## config.mk

```make
export PLATFORM = sky130hd
export DESIGN_NAME = uart_hdlc_deframer
export DESIGN_NICKNAME = d
export VERILOG_FILES = /design/src/rtl/uart_hdlc_deframer.sv
export SDC_FILE = /design/constraint.sdc
export NUM_CORES = 1
export LEC_CHECK = 0
export CAP_MARGIN = 20
export CORE_ASPECT_RATIO = 1.1
export CORE_MARGIN = 10
export CORE_UTILIZATION = 35
export DETAILED_ROUTE_END_ITERATION = 8
export PLACE_DENSITY = 0.59
export SLEW_MARGIN = 30
export SYNTH_ARGS = -nofsm -noshare
export SYNTH_HDL_FRONTEND = slang
export SYNTH_SLANG_ARGS = --single-unit
```

## constraint.sdc

```tcl
create_clock -name i_Clock -period 1.9 [get_ports i_Clock]
set_input_delay 0.19 -clock i_Clock [delete_from_list [all_inputs] [get_ports i_Clock]]
set_output_delay 0.19 -clock i_Clock [all_outputs]
set_load 0.02 [all_outputs]
```

## src/rtl/uart_hdlc_deframer.sv

```systemverilog
// ---------------------------------------------------------------------------
// uart_hdlc_deframer
//
// Purpose:
//   Takes the byte stream from a UART receiver and removes HDLC-style
//   framing. 0x7E is the frame flag and 0x7D is the escape byte; the byte
//   after an escape is XORed with 0x20. The last byte of each frame is a
//   checksum: the XOR of every unescaped frame byte, checksum included,
//   must be 0x00.
//
//   Each new unescaped byte is held in a pending register. The previous
//   pending byte is emitted only when the next byte arrives, so the
//   trailing checksum byte is never emitted. Once a frame terminates, the
//   frame status says whether the bytes already emitted are valid.
//
// Ports:
//   i_Clock       system clock, rising edge
//   i_Reset       synchronous active-high reset
//   i_Rx_DV       one-cycle strobe qualifying i_Rx_Byte
//   i_Rx_Byte     received byte
//   o_Data        unescaped payload byte
//   o_Data_DV     one-cycle strobe qualifying o_Data
//   o_Sof         high with o_Data_DV on the first payload byte of a frame
//   o_Frame_Done  one-cycle strobe at frame close, abort or overflow
//   o_Frame_Ok    frame status, meaningful only while o_Frame_Done is high
//   o_Busy        high while inside a frame (DATA or ESC state)
// ---------------------------------------------------------------------------
module uart_hdlc_deframer #(
    parameter int MAX_LEN = 64
) (
    input  logic       i_Clock,
    input  logic       i_Reset,
    input  logic       i_Rx_DV,
    input  logic [7:0] i_Rx_Byte,
    output logic [7:0] o_Data,
    output logic       o_Data_DV,
    output logic       o_Sof,
    output logic       o_Frame_Done,
    output logic       o_Frame_Ok,
    output logic       o_Busy
);

    localparam int              CW      = $clog2(MAX_LEN + 1);
    localparam logic [CW-1:0]   MAX_CNT = CW'(MAX_LEN);
    localparam logic [7:0]      FLAG    = 8'h7E;
    localparam logic [7:0]      ESCB    = 8'h7D;
    localparam logic [7:0]      ESC_XOR = 8'h20;

    typedef enum logic [1:0] {
        HUNT  = 2'd0,
        START = 2'd1,
        DATA  = 2'd2,
        ESC   = 2'd3
    } state_t;

    state_t        state_q, state_d;
    logic [CW-1:0] cnt_q,   cnt_d;
    logic [7:0]    xor_q,   xor_d;
    logic [7:0]    pend_q,  pend_d;
    logic [7:0]    data_q,  data_d;
    logic          dv_q,    dv_d;
    logic          sof_q,   sof_d;
    logic          done_q,  done_d;
    logic          ok_q,    ok_d;

    logic          append_en;
    logic [7:0]    append_byte;

    // Saturating byte counter increment: holds at MAX_LEN instead of wrapping.
    function automatic logic [CW-1:0] sat_inc(input logic [CW-1:0] c);
        return (c == MAX_CNT) ? c : c + CW'(1);
    endfunction

    function automatic logic [7:0] unescape(input logic [7:0] b);
        return b ^ ESC_XOR;
    endfunction

    always_comb begin
        state_d     = state_q;
        cnt_d       = cnt_q;
        xor_d       = xor_q;
        pend_d      = pend_q;
        data_d      = data_q;
        dv_d        = 1'b0;
        sof_d       = 1'b0;
        done_d      = 1'b0;
        ok_d        = 1'b0;
        append_en   = 1'b0;
        append_byte = i_Rx_Byte;

        if (i_Rx_DV) begin
            unique case (state_q)
                HUNT: begin
                    if (i_Rx_Byte == FLAG) begin
                        state_d = START;
                        cnt_d   = '0;
                        xor_d   = '0;
                    end
                end
                START: begin
                    // Back-to-back flags are an empty frame: no status pulse.
                    if (i_Rx_Byte == FLAG) begin
                        cnt_d = '0;
                        xor_d = '0;
                    end else if (i_Rx_Byte == ESCB) begin
                        state_d = ESC;
                    end else begin
                        append_en = 1'b1;
                    end
                end
                DATA: begin
                    if (i_Rx_Byte == FLAG) begin
                        // A lone byte is only a checksum with no payload: reject.
                        done_d  = 1'b1;
                        ok_d    = (xor_q == 8'h00) && (cnt_q > CW'(1));
                        state_d = START;
                        cnt_d   = '0;
                        xor_d   = '0;
                    end else if (i_Rx_Byte == ESCB) begin
                        state_d = ESC;
                    end else begin
                        append_en = 1'b1;
                    end
                end
                ESC: begin
                    // Escape followed by flag is an abort; the flag opens the next frame.
                    if (i_Rx_Byte == FLAG) begin
                        done_d  = 1'b1;
                        state_d = START;
                        cnt_d   = '0;
                        xor_d   = '0;
                    end else begin
                        append_en   = 1'b1;
                        append_byte = unescape(i_Rx_Byte);
                    end
                end
                default: state_d = HUNT;
            endcase

            if (append_en) begin
                if (cnt_q == MAX_CNT) begin
                    // Frame too long: fail it and resynchronise on the next flag.
                    done_d  = 1'b1;
                    state_d = HUNT;
                    cnt_d   = '0;
                    xor_d   = '0;
                end else begin
                    // Release the previously held byte; the newest stays pending.
                    if (cnt_q != '0) begin
                        dv_d   = 1'b1;
                        data_d = pend_q;
                        sof_d  = (cnt_q == CW'(1));
                    end
                    pend_d  = append_byte;
                    xor_d   = xor_q ^ append_byte;
                    cnt_d   = sat_inc(cnt_q);
                    state_d = DATA;
                end
            end
        end
    end

    always_ff @(posedge i_Clock) begin
        if (i_Reset) begin
            state_q <= HUNT;
            cnt_q   <= '0;
            xor_q   <= '0;
            pend_q  <= '0;
            data_q  <= '0;
            dv_q    <= 1'b0;
            sof_q   <= 1'b0;
            done_q  <= 1'b0;
            ok_q    <= 1'b0;
        end else begin
            state_q <= state_d;
            cnt_q   <= cnt_d;
            xor_q   <= xor_d;
            pend_q  <= pend_d;
            data_q  <= data_d;
            dv_q    <= dv_d;
            sof_q   <= sof_d;
            done_q  <= done_d;
            ok_q    <= ok_d;
        end
    end

    assign o_Data       = data_q;
    assign o_Data_DV    = dv_q;
    assign o_Sof        = sof_q;
    assign o_Frame_Done = done_q;
    assign o_Frame_Ok   = ok_q;
    assign o_Busy       = (state_q == DATA) || (state_q == ESC);

endmodule
```

==> summary.md <==
| Metric | Value |
|---|---|
| Outcome | complete, no violations |
| Fin nets | 313 |
| Fin. max-slew vios | 0 |
| DR vias | 1843 |
| CP Data Required Time | 2.08 ns |
| H-tree depth | 2 |
| Hold path cells | 2 |
| Leak Pwr | 1.08 nW |
| Number of global-route vias before repair | 1791 |
| Largest net degree at the start of global routing | 20 |
| Yosys warns | 0 |
| Mapped Area | 0.00188 sq mm |
| Skew final | 0.0103 ns |
| Slew margin rel. | 0.706 |
| Dpl ws | -0.297 ns |
| Cell Area, Placed | 0.00259 sq mm |
| Worst Hold Path EP | xor_q[4]$_SDFFE_PP0P_ |
| Final setup margin | 0.0296 ns |
| Least-Margin Pin Slew | 0.436 ns |
| Crit share post-route | 0.984 |
| Core Rows | 27 |
| Via density per instance | 5.02 |
| I/O Buffers | 23 |
| Area contributors post-synth | dfxtp_1 39%, mux2i_1 8.0%, nor2_1 5.4%, ha_1 5.3%, a21oi_1 3.2% |
| Leading cell types by count after synthesis | 37 x dfxtp_1, 27 x nor2_1, 15 x mux2i_1, 13 x inv_1, 12 x a21oi_1 |
| Clock Sinks | 37 |
| Crit Path Category | flop to flop |
| Total Routing Usage GR | 0.114 |
| Maximum fanout along the worst path | 7 |
| Max Cap Violations | 0 |
| Starting Density | 0.369 |
| Drt total wl | 5310 microns |
| Minimum clock period | 1.87 ns |
| Fillers | 450 |
| Syn_area_per_cell | 8.76 sq um |
| CTS Buf Count | 5 |
| Design Area, Final | 0.00287 sq mm |
| Register-to-register setup slack | 0.03 ns |
| First-pass GRT wire length | 8470 microns |
| Post-synthesis sequential area ratio | 0.393 |
| I/O pin cnt | 24 |
| Initial antenna violation count | 0 |
| Hold wc startpoint | xor_q[4]$_SDFFE_PP0P_ |
| Final setup fails | 0 |
| Worst setup SP type | flop |
| Clk root buf | clkbuf_8 |
| Synth unique cells | 46 |
| Detailed Route Iter0 Violations | 100 |
| CTS clock-pin slew for the worst setup and hold paths | 0.08 ns |
| CP startpoint | state_q[1]$_SDFFE_PP0P_ |
| VDD IR max | 0.410 mV |
| Post-synth EDFFs | 0 |
| # diodes | 0 |
| Chip Height | 96.9 microns |
| Detailed-route DRC error count | 0 |
| Clk_lat worst skew | 0.29 ns |
| Count of final hold-check violations | 0 |
| R2R depth | 9 |
| DR pass1 iterations | 4 |
| Worst hold path class | flop to flop |
| Arrival @ worst endpoint | 2.05 ns |
| Core Util, Final | 0.562 |
| Synth top area share | 0.393 |
| Synth-to-Final Area Change | 52.2% |
| Count leader, synth | dfxtp_1 |
| Reg2reg start | state_q[1]$_SDFFE_PP0P_ |
| Post-synthesis async set-or-reset flop share | 0 |
| Antenna-violating nets left | 0 |
| GRT overflow | 0 |
| Post-synth top flop | dfxtp_1 |
| Post-Synthesis Cells | 215 |
| #FFs+latches synth | 37 |
| Layout cells sized above 1 | 0.329 |
| GPL Wtd Cong | 0.933 |
| Cell taking the most area after synthesis | dfxtp_1 |
| Wirelength per Cell | 14.5 microns |
| Hpwl dp | 3840 microns |
| Maximum clock insertion buffer count | 2 |
| Core area | 0.00510 sq mm |
| Die span in x | 89.9 microns |
| Die ar. | 0.00872 sq mm |
| CTS tree | built |
| Post-CTS Hold Fix Bufs | 0 |
| Pwr Density | 509 mW/mm^2 |
| Synth Net Count | 234 |
| RR Endpoint | cnt_q[6]$_SDFFE_PP0P_ |
| Critical Path Sink Type | flop |
| Max Fclk | 535 MHz |
## cell type report
cell class	count	area, sq um	share of cell area
clock buffer	5	68.8	0.0240
tap	72	90.1	0.0314
clock inverter	3	22.5	0.00786
multi-input combinational	156	1200	0.418
inverter	13	48.8	0.0170
sequential	37	746	0.260
timing repair buffer	81	691	0.241
## kinds of logic after synthesis
logic type | share of synthesized area
and+or+nand+nor | 0.234
AOI/OAI and AO/OA | 0.164
DFF | 0.393
buffers and inverters | 0.0525
muxes | 0.0797
adders and majority gates | 0.0532
xor gates and xnor gates | 0.0233
## cells in the final DEF, fill, tap and decap left out, drive strengths merged, types with 2 or more instances in the layout
cell	count
nor4	5
or3	8
nor3	9
or2	3
o21bai	3
nand3b	2
xnor2	3
o21ai	11
buf	59
clkdlybuf4s50	21
a211oi	3
dfxtp	37
o22ai	2
nand3	2
o22a	3
o211ai	2
mux2i	15
xor2	2
and3	4
a31oi	2
nor2b	4
nand2	7
inv	13
ha	8
a21oi	12
clkinv	3
nand2b	2
nor2	27
clkbuf	5
nand4b	2
## metrics by stage
| stage | hold slack, ns | cells | power [mW] | TNS (ns) |
|---|---|---|---|---|
| floorplan | 0.337 | 215 | 0.834 | 0 |
| global placement | 0.467 | 356 | 0.907 | -7.01 |
| detailed placement | 0.477 | 356 | 0.906 | -8.11 |
| CTS | 0.490 | 364 | 1.47 | 0 |
| global route | 0.518 | 367 | 1.51 | -0.0384 |
| finish | 0.486 | 367 | 1.46 | 0 |
## sequential cells by signal, indices dropped and copies added, names as in the netlist
name and cells:
cnt_q 7, o_Data 8, o_Data_DV 1, o_Frame_Done 1, o_Frame_Ok 1, o_Sof 1, pend_q 8, state_q 2
xor_q 8
## critical path, stage by stage, from the launching register on
cell	delay [ns]
dfxtp_2	0.35
buf_4	0.14
ha_4	0.18
nand2b_4	0.15
o31ai_4	0.34
buf_6	0.17
nor3_4	0.04
buf_6	0.13
a31oi_2	0.16
a21oi_1	0.08
## power breakdown
group	switching, mW	leakage [nW]	internal, mW
clock	0.302	0.0481	0.260
sequential	0.000585	0.299	0.774
combinational	0.0600	0.730	0.0611
## layer usage
metal	global-route usage	part of all wire
met2	0.174	0.47
met5	0	0
met3	0.0308	0.040
met1	0.147	0.46
met4	0.0499	0.026
## worst max-delay path by stage
stage	end	slack, ns
floorplan	o_Sof$_SDFF_PP0_	0.007
global placement	xor_q[5]$_SDFFE_PP0P_	-0.25
detailed placement	xor_q[5]$_SDFFE_PP0P_	-0.30
CTS	o_Busy	0.008
global route	xor_q[5]$_SDFFE_PP0P_	-0.02
finish	cnt_q[6]$_SDFFE_PP0P_	0.03
## what timing repair did
item	in CTS	in global routing
buffers inserted	0	2
cloned	0	1
resized for setup	18	23
pin swaps	1	8
endpoints found under the setup margin	37	34
(Power assumes the default switching activity.)
